### config.mk
export PLATFORM = sky130hd
export DESIGN_NAME = branch_predictor
export DESIGN_NICKNAME = d
export VERILOG_FILES = /design/src/rtl/branch_predictor.sv
export SDC_FILE = /design/constraint.sdc
export NUM_CORES = 1
export LEC_CHECK = 0
export CORE_MARGIN = 2
export CORE_UTILIZATION = 30
export DETAILED_ROUTE_END_ITERATION = 10
export GPL_ROUTABILITY_DRIVEN = 0
export RECOVER_POWER = 100
export SYNTH_ARGS = -nofsm -noshare
export SYNTH_HDL_FRONTEND = slang
export SYNTH_SLANG_ARGS = --single-unit
### constraint.sdc
create_clock -name clk -period 9.3 [get_ports clk]
set_input_delay 1.395 -clock clk [delete_from_list [all_inputs] [get_ports clk]]
set_output_delay 1.395 -clock clk [all_outputs]
set_load 0.02 [all_outputs]
### src/rtl/branch_predictor.sv
// branch_predictor: fetch-stage pre-decode of JAL / B-type / JALR with a bimodal
// table of 2-bit saturating counters for conditional branches and an optional
// return-address stack for JALR returns.
// Optional feature macro: BRANCH_PRED_RAS_EN (defined = RAS compiled in).
// Prediction outputs are combinational (zero-cycle) from Instruction/pc and the
// current table/stack state; all state updates on the rising clk edge.
module branch_predictor #(
  parameter int unsigned XLEN      = 64,
  parameter int unsigned BHT_DEPTH = 64,
  parameter int unsigned RAS_DEPTH = 4
) (
  input  logic            clk,
  input  logic            rst_n,
  input  logic            pipeline_update,
  input  logic [31:0]     Instruction,
  input  logic [XLEN-1:0] pc,
  output logic [2:0]      JUMP_TYPE,
  output logic            pred_taken,
  output logic [XLEN-1:0] pred_target,
  input  logic            upd_valid,
  input  logic [XLEN-1:0] upd_pc,
  input  logic            upd_taken,
  input  logic            flush
);

  localparam int unsigned IDX_W     = $clog2(BHT_DEPTH);
  localparam logic [6:0]  OP_JAL    = 7'b1101111;
  localparam logic [6:0]  OP_BRANCH = 7'b1100011;
  localparam logic [6:0]  OP_JALR   = 7'b1100111;
  localparam logic [1:0]  CTR_INIT  = 2'b01;
  localparam logic [1:0]  CTR_MAX   = 2'b11;
  localparam logic [1:0]  CTR_MIN   = 2'b00;
  localparam logic [2:0]  JT_NONE   = 3'b000;
  localparam logic [2:0]  JT_JAL    = 3'b001;
  localparam logic [2:0]  JT_BRANCH = 3'b010;
  localparam logic [2:0]  JT_JALR   = 3'b100;

  // ---------------------------------------------------------------------------
  // Pre-decode
  // ---------------------------------------------------------------------------
  logic [6:0]      opcode;
  logic            is_jal;
  logic            is_br;
  logic            is_jalr;
  logic [XLEN-1:0] imm_j;
  logic [XLEN-1:0] imm_b;
  logic [XLEN-1:0] tgt_jal;
  logic [XLEN-1:0] tgt_br;

  // Qualified opcode match and PC-relative targets (modulo 2^XLEN)
  always_comb begin
    opcode  = Instruction[6:0];
    is_jal  = pipeline_update && (opcode == OP_JAL);
    is_br   = pipeline_update && (opcode == OP_BRANCH);
    is_jalr = pipeline_update && (opcode == OP_JALR);
    imm_j   = {{(XLEN-21){Instruction[31]}}, Instruction[31], Instruction[19:12],
               Instruction[20], Instruction[30:21], 1'b0};
    imm_b   = {{(XLEN-13){Instruction[31]}}, Instruction[31], Instruction[7],
               Instruction[30:25], Instruction[11:8], 1'b0};
    tgt_jal = pc + imm_j;
    tgt_br  = pc + imm_b;
  end

  // ---------------------------------------------------------------------------
  // Bimodal branch history table
  // ---------------------------------------------------------------------------
  logic [1:0]       bht [BHT_DEPTH];
  logic [IDX_W-1:0] rd_idx;
  logic [IDX_W-1:0] upd_idx;
  logic [1:0]       rd_ctr;
  logic [1:0]       upd_ctr;
  logic [1:0]       upd_next;

  // Table read for the fetched PC and saturating next value for the trained entry
  always_comb begin
    rd_idx   = pc[IDX_W+1:2];
    rd_ctr   = bht[rd_idx];
    upd_idx  = upd_pc[IDX_W+1:2];
    upd_ctr  = bht[upd_idx];
    upd_next = upd_ctr;
    if (upd_taken) begin
      if (upd_ctr != CTR_MAX) upd_next = upd_ctr + 2'd1;
    end else begin
      if (upd_ctr != CTR_MIN) upd_next = upd_ctr - 2'd1;
    end
  end

  // Counter storage: weak-not-taken after reset, single write port from execute
  always_ff @(posedge clk or negedge rst_n) begin
    if (!rst_n) begin
      for (int unsigned i = 0; i < BHT_DEPTH; i++) begin
        bht[IDX_W'(i)] <= CTR_INIT;
      end
    end else if (upd_valid) begin
      bht[upd_idx] <= upd_next;
    end
  end

  // Only the index field of the resolved PC selects a counter
  logic unused_upd_pc;
  assign unused_upd_pc = ^{upd_pc[XLEN-1:IDX_W+2], upd_pc[1:0]};

  // ---------------------------------------------------------------------------
  // Return-address stack
  // ---------------------------------------------------------------------------
  logic            ras_hit_c;
  logic [XLEN-1:0] ras_top;

`ifdef BRANCH_PRED_RAS_EN
  localparam int unsigned RP_W  = $clog2(RAS_DEPTH);
  localparam int unsigned CNT_W = RP_W + 1;

  logic [XLEN-1:0]  ras [RAS_DEPTH];
  logic [RP_W-1:0]  ras_ptr;
  logic [RP_W-1:0]  top_idx;
  logic [CNT_W-1:0] ras_cnt;
  logic [4:0]       rd;
  logic [4:0]       rs1;
  logic             rd_link;
  logic             rs1_link;
  logic             push_req;
  logic             pop_req;
  logic             ras_empty;
  logic             ras_full;
  logic [XLEN-1:0]  link_addr;

  function automatic logic is_link(input logic [4:0] r);
    return (r == 5'd1) || (r == 5'd5);
  endfunction

  // Call/return classification from the link-register hints
  always_comb begin
    rd        = Instruction[11:7];
    rs1       = Instruction[19:15];
    rd_link   = is_link(rd);
    rs1_link  = is_link(rs1);
    ras_empty = (ras_cnt == '0);
    ras_full  = (ras_cnt == CNT_W'(RAS_DEPTH));
    push_req  = (is_jal || is_jalr) && rd_link;
    pop_req   = is_jalr && rs1_link && (!rd_link || (rd != rs1));
    ras_hit_c = pop_req && !ras_empty;
    top_idx   = ras_ptr - RP_W'(1);
    ras_top   = ras[top_idx];
    link_addr = pc + XLEN'(4);
  end

  // Circular pointer and occupancy; flush wins over any same-cycle push/pop
  always_ff @(posedge clk or negedge rst_n) begin
    if (!rst_n) begin
      ras_ptr <= '0;
      ras_cnt <= '0;
    end else if (flush) begin
      ras_ptr <= '0;
      ras_cnt <= '0;
    end else if (ras_hit_c && push_req) begin
      ras_ptr <= ras_ptr;
      ras_cnt <= ras_cnt;
    end else if (ras_hit_c) begin
      ras_ptr <= ras_ptr - RP_W'(1);
      ras_cnt <= ras_cnt - CNT_W'(1);
    end else if (push_req) begin
      ras_ptr <= ras_ptr + RP_W'(1);
      ras_cnt <= ras_full ? ras_cnt : ras_cnt + CNT_W'(1);
    end
  end

  // Entry storage: pop-then-push overwrites the top, a plain push writes the next slot
  always_ff @(posedge clk) begin
    if (!flush) begin
      if (ras_hit_c && push_req) begin
        ras[top_idx] <= link_addr;
      end else if (push_req) begin
        ras[ras_ptr] <= link_addr;
      end
    end
  end
`else
  // No return stack: JALR never redirects and flush has nothing to clear
  assign ras_hit_c = 1'b0;
  assign ras_top   = '0;

  logic unused_flush;
  assign unused_flush = flush;
`endif

  // ---------------------------------------------------------------------------
  // Prediction
  // ---------------------------------------------------------------------------

  // Jump type, direction and target presented to the next-PC mux
  always_comb begin
    JUMP_TYPE   = JT_NONE;
    pred_taken  = 1'b0;
    pred_target = '0;
    if (is_jal) begin
      JUMP_TYPE   = JT_JAL;
      pred_taken  = 1'b1;
      pred_target = tgt_jal;
    end else if (is_br) begin
      JUMP_TYPE   = JT_BRANCH;
      pred_taken  = rd_ctr[1];
      pred_target = rd_ctr[1] ? tgt_br : '0;
    end else if (is_jalr) begin
      JUMP_TYPE   = JT_JALR;
      pred_taken  = ras_hit_c;
      pred_target = ras_hit_c ? ras_top : '0;
    end
  end

endmodule

==> results of run 1 <==
[cell type report]
type,count,area [um2]
Timing Repair Buffer,191,1831
Inverter,26,97.59
Tap cell,592,740.7
Clock buffer,20,456.7
Clock inverter,12,205.2
Multi-Input combinational cell,1466,9405
Fill cell,4604,27910
Sequential cell,128,3283
[metal layers]
metal  global-route usage (%)  wire (um)
met1                    27.25      20860
met4                    6.736       1452
met3                    4.085       3855
met2                    36.54      24100
met5                        0         13
[logic make-up (layout without fill, tap and decap cells)]
family                     Yosys count  after routing  share of synthesized area, %
and+or+nand+nor                    598            598                         20.24
DFF                                128            128                         24.73
AOI/OAI and AO/OA                  676            676                         32.08
adders and majority gates           78             78                         7.456
xor gates and xnor gates            29             29                         1.913
buffers and inverters              133            249                         4.440
muxes                               85             85                         9.143
[cells in the mapped netlist, drive strengths merged, types with 32 or more instances]
cell type  number  area, um2
nand2         245      919.6
dfrtp          64       1602
nand4          33      206.5
ha             75      938.4
dfstp          64       1682
o22ai          32      200.2
a21oi         184      924.6
o21ai         203       1023
clkbuf         57      214.0
buf            50      277.8
nor2          160      603.1
a21o           41      309.1
[metrics by stage]
| step | total power [mW] | setup WS [ps] | cells | instance area (um2) | utilization [%] |
|---|---|---|---|---|---|
| after floorplan | 1.182 | 3711 | 1727 | 13270 | - |
| final | 2.184 | 958.3 | 2435 | 16020 | 36.46 |
| after CTS | 2.192 | 1715 | 2435 | 16070 | 36.57 |
| after global routing | 2.295 | 640.1 | 2435 | 16020 | 36.46 |
| after detailed placement | 1.438 | 1728 | 2403 | 15410 | 35.07 |
| after global placement | 1.424 | 1735 | 2403 | 15410 | 35.07 |
[worst max-delay path, delay by kind of cell]
family                 cells  cell delay [ps]
AND/OR/NAND/NOR            3              420
AO/OA/AOI/OAI              5             2290
buffers and inverters      4             2830
[final timing paths]
check                             endpoint  slack [ps]     from  depth (start not counted)
setup / recovery           pred_target[62]         960    pc[6]                         12
hold / removal                      bht[2]         460   bht[2]                          2
setup reg to reg                   bht[72]        4670  bht[19]                          9
hold reg to reg                     bht[2]         460   bht[2]                          2
max in group asynchronous          bht[55]        2570    rst_n                          2
min in group asynchronous          bht[27]        1820    rst_n                          1
[report_power, final]
group	switching (mW)	internal, mW
Combinational	0.444	0.280
Sequential	0.0498	0.661
Clock	0.258	0.491
==> flow_metrics.tcl, run 1 <==
set metrics [dict create \
    clock-sinks 128 \
    syn_avg_cell_area_um2 7.686 \
    cts_setup_buffers 0 \
    cts_root_buffer "clkbuf_16" \
    drc_errors 0 \
    arrival_ps 6950 \
    rsz0062_at_grt "no" \
    path_clk_slew_ps 60 \
    core_um2 43930 \
    htreeDepth 4 \
    die_area_um2 45950 \
    cts_resized 0 \
    power_density_nw_per_um2 136.3 \
    ys_types 86 \
    violations "capacitance limit, slew limit" \
    grt_max_degree 79 \
    synth-seq-cells 128 \
    die_h_um 214.4 \
    syn_nets 1970 \
    ioPinCount 234 \
    clk_latency_ps 430 \
    relSlewSlack_pct -170.2 \
    cap_violations 6 \
    grt_usage_pct 21.40 \
    path_max_fanout 35 \
    path_cells "dlygate4sd3_1 -> buf_4 -> nand2_1 -> a211oi_1 -> nor4_1 -> a21oi_1 -> nand3_1 -> o211ai_1 -> clkbuf_2 -> a21oi_1 -> o31a_1 -> dlygate4sd3_1" \
    outcome "complete, but fails checks" \
    synth-async-reset-ratio_pct 100.0 \
    area_delta_synth_final_pct 20.68 \
    drtIter0Drc 1455 \
    portBuffers 174 \
    clockBufferDepth 2 \
    ctsHoldBuffers 0 \
    largest_registers "bht x128" \
    max_freq_mhz 119.9 \
    max_stage_delay_ps 1410 \
    ys.flop_type "dfstp_2" \
    grt_overflow_total 0 \
    synth_edf_count 0 \
    top_register "bht" \
    path_class "in -> out" \
    grt_pass1_wl_um 78600 \
    wl_um 50280 \
    hpwlAfterDp_um 37920 \
    die_w_um 214.4 \
    hold_violations 0 \
    row_count 77 \
    vias_per_cell 5.836 \
    peakVddDrop_mv 0.1082 \
    setup_viol 0 \
    clock_skew_ps 9.216 \
    yosysSeqAreaShare_pct 24.73 \
    hold_path_class "reg -> reg" \
    antenna_cells 0 \
    vias 14210 \
    worst_ep_required_time_ps 7910 \
    netlist_instances 1727 \
    first_pass_iters 7 \
    finalCritPeriodShare_pct 89.70 \
    final_common_cell "nand2_1" \
    largest_reg_flops 128 \
    period_needed_ps 8342 \
    hold_ws_ps 463.2 \
    setup_tns_ps 0 \
    drive_gt1_share_pct 10.80 \
    p_leak_nw 6.229 \
    antenna_found_initial 1 \
    worstSetupEndpointType "output port" \
    slowest_stage "o211ai_1" \
    worstSetupStartpointType "primary input" \
    syn-cell-area_um2 13270 \
    first_global_vias 13800 \
    nets 2073 \
    yosysWarningCount 0 \
    slew_violations 278 \
    wl_per_cell_um 20.65 \
    cts_buffers 17 \
    initial_core_util_pct 30.21 \
    ant_nets 0 \
    mostFrequentLayoutCells "nand2_1 (245), o21ai_0 (197), a21oi_1 (183)" \
    worst_pin_slew_ps 4053 \
    cts_tree "built" \
]
No activity file was read; power rests on OpenSTA's default activity.
==> run 2, diff against run 1 <==
--- a/config.mk
+++ b/config.mk
@@ -10,6 +10,7 @@
 export DETAILED_ROUTE_END_ITERATION = 10
 export GPL_ROUTABILITY_DRIVEN = 0
 export RECOVER_POWER = 100
+export SETUP_SLACK_MARGIN = 0.2
 export SYNTH_ARGS = -nofsm -noshare
 export SYNTH_HDL_FRONTEND = slang
 export SYNTH_SLANG_ARGS = --single-unit
==> constraint.sdc (replaced) <==
create_clock -name clk -period 10.7 [get_ports clk]
set_input_delay 1.605 -clock clk [delete_from_list [all_inputs] [get_ports clk]]
set_output_delay 1.605 -clock clk [all_outputs]
set_load 0.02 [all_outputs]
==> flow_metrics.tcl, run 2 (synthesis gave the netlist of run 1 again) <==
set metrics [dict create \
    path_cells "dlygate4sd3_1 -> buf_4 -> mux4_2 -> nor2_1 -> nor4_1 -> a21oi_1 -> nand3_1 -> o211ai_1 -> buf_4 -> o22ai_1 -> a221oi_1 -> a21oi_1 -> dlygate4sd3_1" \
    antenna_found_initial 0 \
    clock-sinks 128 \
    vias 14240 \
    die_w_um 214.4 \
    power_density_nw_per_um2 115.9 \
    largest_reg_flops 128 \
    grt_overflow_total 0 \
    vias_per_cell 5.846 \
    ctsHoldBuffers 0 \
    portBuffers 174 \
    grt_max_degree 68 \
    setup_viol 0 \
    worst_ep_required_time_ps 9100 \
    wl_um 50350 \
    worstSetupEndpointType "output port" \
    reg2reg_from "bht[17]" \
    largest_registers "bht x128" \
    dp_slack_ps 2500 \
    grt_usage_pct 21.16 \
    rsz0062_at_grt "no" \
    cts_root_buffer "clkbuf_16" \
    relSlewSlack_pct -133.3 \
    setup_tns_ps 0 \
    top_register "bht" \
    wl_per_cell_um 20.68 \
    hp-start "bht[78]" \
    worst_slack_ps 1340 \
    die_area_um2 45950 \
    max_freq_mhz 106.8 \
    hpwlAfterDp_um 37840 \
    cts_tree "built" \
    area_delta_synth_final_pct 20.27 \
    die_h_um 214.4 \
    cts_resized 0 \
    antenna_cells 0 \
    path_clk_slew_ps 60 \
    nets 2073 \
    path_class "in -> out" \
    grt_pass1_wl_um 77690 \
    drive_gt1_share_pct 10.63 \
    outcome "complete, but fails checks" \
    mostFrequentLayoutCells "nand2_1 (245), o21ai_0 (196), a21oi_1 (183)" \
    cts_setup_buffers 0 \
    fin_util_pct 36.34 \
    cap_violations 7 \
    hold_path_class "reg -> reg" \
    power_mw 1.850 \
    crit_start "pc[3]" \
    peakVddDrop_mv 0.1238 \
    path_max_fanout 32 \
    finalCritPeriodShare_pct 87.47 \
    max_stage_delay_ps 1470 \
    p_leak_nw 6.224 \
    initial_core_util_pct 30.21 \
    arrival_ps 7750 \
    first_global_vias 13630 \
    clk_latency_ps 440 \
    row_count 77 \
    clock_skew_ps 14.17 \
    slew_violations 329 \
    ant_nets 0 \
    final_area_um2 15960 \
    htreeDepth 4 \
    slowest_stage "o211ai_1" \
    drtIter0Drc 1340 \
    period_needed_ps 9360 \
    violations "capacitance limit, slew limit" \
    drc_errors 0 \
    final_common_cell "nand2_1" \
    ioPinCount 234 \
    worst_pin_slew_ps 3500 \
    core_um2 43930 \
    cts_buffers 17 \
    placed_cell_area_um2 15410 \
    clockBufferDepth 2 \
    hold_violations 0 \
    first_pass_iters 6 \
    worstSetupStartpointType "primary input" \
]
-- run 2: changes by cell type in the layout (fill, tap and decap cells not counted), moves of 2 or more --
cell | previous run | this run
clkdlybuf4s50_1 | 115 | 109
inv_6 | 2 | 0
dlygate4sd3_1 | 55 | 61
bufinv_16 | 5 | 3
clkbuf_1 | 6 | 8
-- run 2: layout make-up --
type,count,area [um2]
clock inverters,9,131.4
inverters,26,97.59
well taps,592,740.7
fillers,4637,27970
multi-input cells,1466,9400
flip-flops and latches,128,3283
repair buffers,191,1833
clock buffers,23,478.0
-- run 2: power breakdown --
group	total, mW	internal [mW]	switching [mW]
Sequential	0.618	0.574	0.0433
Combinational	0.631	0.243	0.388
Clock	0.601	0.384	0.217
-- run 2: final timing paths --
| path | endpoint | slack (ps) | cells after the start |
|---|---|---|---|
| max in group asynchronous | bht[107] | 3820 | 2 |
| worst min-delay path | bht[78] | 460 | 2 |
| worst max-delay path | pred_target[61] | 1340 | 13 |
| min in group asynchronous | bht[115] | 2350 | 1 |
| worst max register to register | bht[38] | 5710 | 10 |
| worst min register to register | bht[78] | 460 | 2 |
-- run 2: layer usage --
layer	share of wire [%]	vias up	global-route usage, %	routed length (um)
met2	47	699	35.61	23860
met4	2.9	0	6.968	1460
met5	0	-	0	0
met3	7.7	100	3.177	3885
met1	42	6776	27.78	21150
li1	-	6660	-	-
-- run 2: through the flow --
step / instances / hold slack, ps
floorplan: 1727 / 441.9
global placement: 2403 / 449.5
detailed placement: 2403 / 455.2
CTS: 2435 / 463.2
global route: 2435 / 481.8
finish: 2435 / 460.6
-- run 2: critical path, delay by kind of cell --
family / cells / cell delay, ps
buffers and inverters: 4 / 2800
muxes: 1 / 550
and+or+nand+nor: 3 / 390
AOI/OAI and AO/OA: 5 / 2400
==> edit 1 (config.mk and constraints of run 1) <==
Register the inputs `pipeline_update`, `upd_valid`, `upd_pc` and `upd_taken` before use, without a reset. The logic sees them one clock later. The other inputs are not delayed to match.
--- a/src/rtl/branch_predictor.sv
+++ b/src/rtl/branch_predictor.sv
@@ -36,4 +36,16 @@
   localparam logic [2:0]  JT_JALR   = 3'b100;
 
+  logic pipeline_update_q;
+  logic upd_valid_q;
+  logic [XLEN-1:0] upd_pc_q;
+  logic upd_taken_q;
+
+  always_ff @(posedge clk) begin
+    pipeline_update_q <= pipeline_update;
+    upd_valid_q       <= upd_valid;
+    upd_pc_q          <= upd_pc;
+    upd_taken_q       <= upd_taken;
+  end
+
   // ---------------------------------------------------------------------------
   // Pre-decode
@@ -51,7 +63,7 @@
   always_comb begin
     opcode  = Instruction[6:0];
-    is_jal  = pipeline_update && (opcode == OP_JAL);
-    is_br   = pipeline_update && (opcode == OP_BRANCH);
-    is_jalr = pipeline_update && (opcode == OP_JALR);
+    is_jal  = pipeline_update_q && (opcode == OP_JAL);
+    is_br   = pipeline_update_q && (opcode == OP_BRANCH);
+    is_jalr = pipeline_update_q && (opcode == OP_JALR);
     imm_j   = {{(XLEN-21){Instruction[31]}}, Instruction[31], Instruction[19:12],
                Instruction[20], Instruction[30:21], 1'b0};
@@ -76,8 +88,8 @@
     rd_idx   = pc[IDX_W+1:2];
     rd_ctr   = bht[rd_idx];
-    upd_idx  = upd_pc[IDX_W+1:2];
+    upd_idx  = upd_pc_q[IDX_W+1:2];
     upd_ctr  = bht[upd_idx];
     upd_next = upd_ctr;
-    if (upd_taken) begin
+    if (upd_taken_q) begin
       if (upd_ctr != CTR_MAX) upd_next = upd_ctr + 2'd1;
     end else begin
@@ -92,5 +104,5 @@
         bht[IDX_W'(i)] <= CTR_INIT;
       end
-    end else if (upd_valid) begin
+    end else if (upd_valid_q) begin
       bht[upd_idx] <= upd_next;
     end
@@ -99,5 +111,5 @@
   // Only the index field of the resolved PC selects a counter
   logic unused_upd_pc;
-  assign unused_upd_pc = ^{upd_pc[XLEN-1:IDX_W+2], upd_pc[1:0]};
+  assign unused_upd_pc = ^{upd_pc_q[XLEN-1:IDX_W+2], upd_pc_q[1:0]};
 
   // ---------------------------------------------------------------------------
Check against the original RTL: not equivalent (Yosys sat finds a counterexample within 4 cycles, from zero or initial values and one cycle with rst_n low).
==> edit 1 against run 1 <==
The run still ends with capacitance limit, slew limit left; register-to-register slack got worse by 2.3 ns; power decreased by 4.8%; cell count decreased by 3.0%; largest power group is now registers; die area increased by 4.1%; count of clock-buffer cells in the layout increased by 1; cell area increased by 3.8%; wire length increased by 0.94%; worst setup slack improved by 0.021 ns; area after synthesis increased by 4.2%; sequential cell count increased by 9; critical path type unchanged.
==> edit 1: results (changes against run 1) <==
* Synth cell count leaders: a21oi_1 (153), nand2_1 (149), mux2_2 (138)
* Status: finished, violations left
* Synthesized net count at 1885 (-4.3%)
* R2R Setup Slk at 2.35 ns (-2.32 ns)
* Pins Over Slew Limit at 324 (+17%)
* Worst slew pin tran at 4.415 ns (+0.3618 ns)
* Grt met2 use at 0.3451 (-0.02022)
* Total of max-cap violations at 6 (unchanged)
* Regs by FF count: bht (128), upd_pc_q (6)
* Worst VDD drop at 155.3 uV (+44%)
* Hold_sp: bht[5]
* Cell count of the worst reg-to-reg path at 11 (+2)
* Tot GR Track Use at 0.2066 (-0.007462)
* Met1 usage at 0.2710 (-0.001503)
* Hold Slack at 0.5295 ns (+0.06624 ns)
* Routed WL at 50760 um (+0.94%)
* First-pass DRT Iterations at 6 (-1)
* Via count of the routed design at 14163 (-0.34%)
* First-pass GRT wire length at 77860 um (-0.95%)
* Top cells by area, synth: dfstp_2 (12%), dfrtp_1 (12%), mux2_2 (11%), ha_1 (6.8%), a21oi_1 (5.5%)
* Largest net degree at the start of global routing at 82 (+3.8%)
* Total leakage power at 6.597 nW (+5.9%)
* Share of cells above drive strength 1 at 0.1747 (+0.06673)
* Failing checks: capacitance limit, slew limit
* CP max FO at 55 (+57%)
* Layout fillers at 4707 (+2.2%)
* R2R Path End: bht[26]
[edit 1: cell count changes after synthesis, sizes merged, moves of 11 or more]
| cell | before | now |
|---|---|---|
| a31oi | 25 | 13 |
| o21ai | 203 | 123 |
| mux2 | 30 | 138 |
| nand2 | 245 | 149 |
| a21oi | 184 | 154 |
| mux2i | 29 | 18 |
| nor2 | 160 | 136 |
[edit 1: metrics by stage]
stage	area (um2)	cells	total power [mW]
after floorplan	13830	1642	1.156
after global placement	16050	2331	1.388
after detailed placement	16050	2331	1.400
after CTS	16650	2363	2.083
after global routing	16620	2363	2.175
final	16620	2363	2.080
[edit 1: worst max-delay path by stage]
stage | slack [ns] | end | startpoint | depth (start not counted)
after floorplan | 3.71 | pred_target[51] | pc[2] | 11
after global placement | 2.04 | pred_target[51] | pc[3] | 13
after detailed placement | 1.97 | pred_target[51] | pc[3] | 13
after CTS | 1.95 | pred_target[51] | pc[3] | 13
after global routing | 0.86 | pred_target[42] | pc[3] | 12
final | 0.98 | pred_target[42] | pc[3] | 12
[edit 1: report_power, final]
part / switching [mW] / leakage (nW) / internal [mW]
Combinational: 0.406 / 4.69 / 0.278
Clock: 0.271 / 0.287 / 0.409
Sequential: 0.0396 / 1.62 / 0.677
Total: 0.716 / 6.60 / 1.36
[edit 1: final cells by class]
cell class / instances / area, um2 / area share
clock buffers: 21 / 493.0 / 0.02965
clock inverters: 11 / 107.6 / 0.006472
inverters: 32 / 120.1 / 0.007225
multi-input cells: 1367 / 9827 / 0.5911
flip-flops and latches: 137 / 3463 / 0.2083
well taps: 600 / 750.7 / 0.04516
repair buffers: 195 / 1863 / 0.1121
[edit 1: kinds of logic after synthesis]
group | Yosys count | synth area share
DFF | 137 | 0.2505
buffers and inverters | 138 | 0.04045
AOI/OAI and AO/OA | 565 | 0.2658
and+or+nand+nor | 509 | 0.1760
adders and majority gates | 79 | 0.07222
xor gates and xnor gates | 25 | 0.01584
muxes | 189 | 0.1792
[edit 1: per-layer routing]
layer | vias to the layer above | part of all wire | routed length (um)
met4 | 0 | 0.026 | 1299
met2 | 643 | 0.47 | 23840
met3 | 103 | 0.082 | 4174
li1 | 6480 | - | -
met5 | - | 0 | 0
met1 | 6937 | 0.42 | 21440
[edit 1: worst max-delay path, cell delays in order]
cell,delay [ns]
dlygate4sd3_1,0.95
clkbuf_1,0.69
mux4_2,0.61
mux2i_1,0.22
o32ai_1,0.14
o31a_1,0.30
o21a_2,0.22
clkbuf_2,0.78
and3_1,0.50
mux2i_1,0.14
nand4_1,0.22
dlygate4sd3_1,0.73
==> edit 2 (settings of run 1) <==
Without the edit above. Change the parameter `BHT_DEPTH` from 64 to 256.
--- a/src/rtl/branch_predictor.sv
+++ b/src/rtl/branch_predictor.sv
@@ -7,5 +7,5 @@
 module branch_predictor #(
   parameter int unsigned XLEN      = 64,
-  parameter int unsigned BHT_DEPTH = 64,
+  parameter int unsigned BHT_DEPTH = 256,
   parameter int unsigned RAS_DEPTH = 4
 ) (
Check against the original RTL: not equivalent (Yosys sat finds a counterexample within 4 cycles, from zero or initial values and one cycle with rst_n low).
==> edit 2 against run 1 <==
The flow still finishes with violations (capacitance limit, slew limit); global-route usage shrank 2.3 points; sequential cell count grew 384; power grew to 2.7 times the old value; clock power grew to 3.2 times the old value; worst setup slack lost 0.27 ns; cell area grew 140%; wire length grew 120%; critical endpoint is now pred_target[7]; area after synthesis grew to 2.5 times the old value.
==> edit 2: results (changes against run 1) <==
* Status: finished, violations left
* Failing checks: capacitance limit, slew limit
* Via density at 5.517 (-5.5%)
* Routed WL at 112900 um (+120%)
* Wirelength per Cell at 21.65 um (+4.8%)
* Synthesized area per cell at 9.346 um2 (+22%)
* First-pass DRT Iterations at 6 (-1)
* Max reg flops at 512 (+300%)
* Crit path DAT at 7.22 ns (+0.27 ns)
* Pins Over Slew Limit at 191 (-31%)
* Kind of cell adding the most delay to the critical path: simple AND/OR/NAND/NOR gates
* Skew-Pair Late Insertion Delay at 0.63 ns (+0.20 ns)
* Total of max-cap violations at 5 (-1)
* Tot GR Track Use at 0.1911 (-0.02287)
* Post-DP HPWL at 78170 um (+110%)
* Worst slew pin tran at 4.142 ns (+0.08856 ns)
* Worst-case clock buffer depth at 3 (+1)
* Layout fillers at 11583 (+150%)
* Yosys cell types at 90 (+4.7%)
* Post-placement cell area at 0.03664 mm2 (+140%)
* Layout Nets at 3924 (+89%)
* Starting DRT DRC Count at 2837 (+95%)
* Vias in the first global route at 27791 (+100%)
* Initial antenna violation count at 2 (+1)
* Worst VDD drop at 135.8 uV (+26%)
* H-tree depth at 2 (-2)
* First-pass GRT wire length at 173200 um (+120%)
* Slowest cell on the critical path: or4_2
* Synth cell count leaders: nand2_1 (921), o21ai_0 (280), dfrtp_1 (256), dfstp_2 (256), o21ai_2 (239)
* Share of cells above drive strength 1 at 0.1690 (+0.06102)
* Regs by FF count: bht (512)
-- edit 2: changes by cell type after synthesis, sizes merged, moves of 29 or more --
cell	before	now
nand2	245	921
nor2	160	131
a22oi	21	60
dfstp	64	256
mux2i	29	91
o21ai	203	624
buf	50	112
dfrtp	64	256
mux4	26	152
clkbuf	57	124
-- edit 2: cell type report --
type	instances	area [um2]	area share
inverters	28	105.1	0.002788
clock inverters	25	349.1	0.009259
well taps	1488	1862	0.04938
multi-input cells	2824	18160	0.4816
repair buffers	260	2450	0.06498
flip-flops and latches	512	13130	0.3483
clock buffers	79	1648	0.04370
-- edit 2: cell families after synthesis --
kind of cell	count (synthesis)	share of synthesized area
muxes	246	0.1302
xor gates and xnor gates	35	0.009111
buffers and inverters	264	0.04685
AOI/OAI and AO/OA	1155	0.2294
DFF	512	0.3903
and+or+nand+nor	1309	0.1644
adders and majority gates	79	0.02971
-- edit 2: report_power, final --
part	internal [mW]	leakage, nW	switching, mW	total (mW)
sequential	2.40	6.19	0.0755	2.47
clock	1.45	0.990	0.961	2.41
combinational	0.388	7.12	0.716	1.10
total	4.24	14.3	1.75	5.99
-- edit 2: final timing paths --
kind / startpoint / slack [ns] / depth (start not counted) / endpoint
min in group asynchronous: rst_n / 2.20 / 1 / bht[121]
setup / recovery: pc[6] / 0.69 / 12 / pred_target[7]
hold reg to reg: bht[178] / 0.47 / 2 / bht[178]
setup reg to reg: bht[281] / 4.01 / 9 / bht[321]
max in group asynchronous: rst_n / 3.83 / 3 / bht[481]
hold / removal: bht[178] / 0.47 / 2 / bht[178]
-- edit 2: routing by layer --
metal	GRT usage	part of all wire	vias to the layer above
met2	0.3019	0.45	1186
met4	0.05556	0.030	2
li1	-	-	13351
met5	0	0.00012	-
met3	0.03241	0.078	196
met1	0.2677	0.44	14042
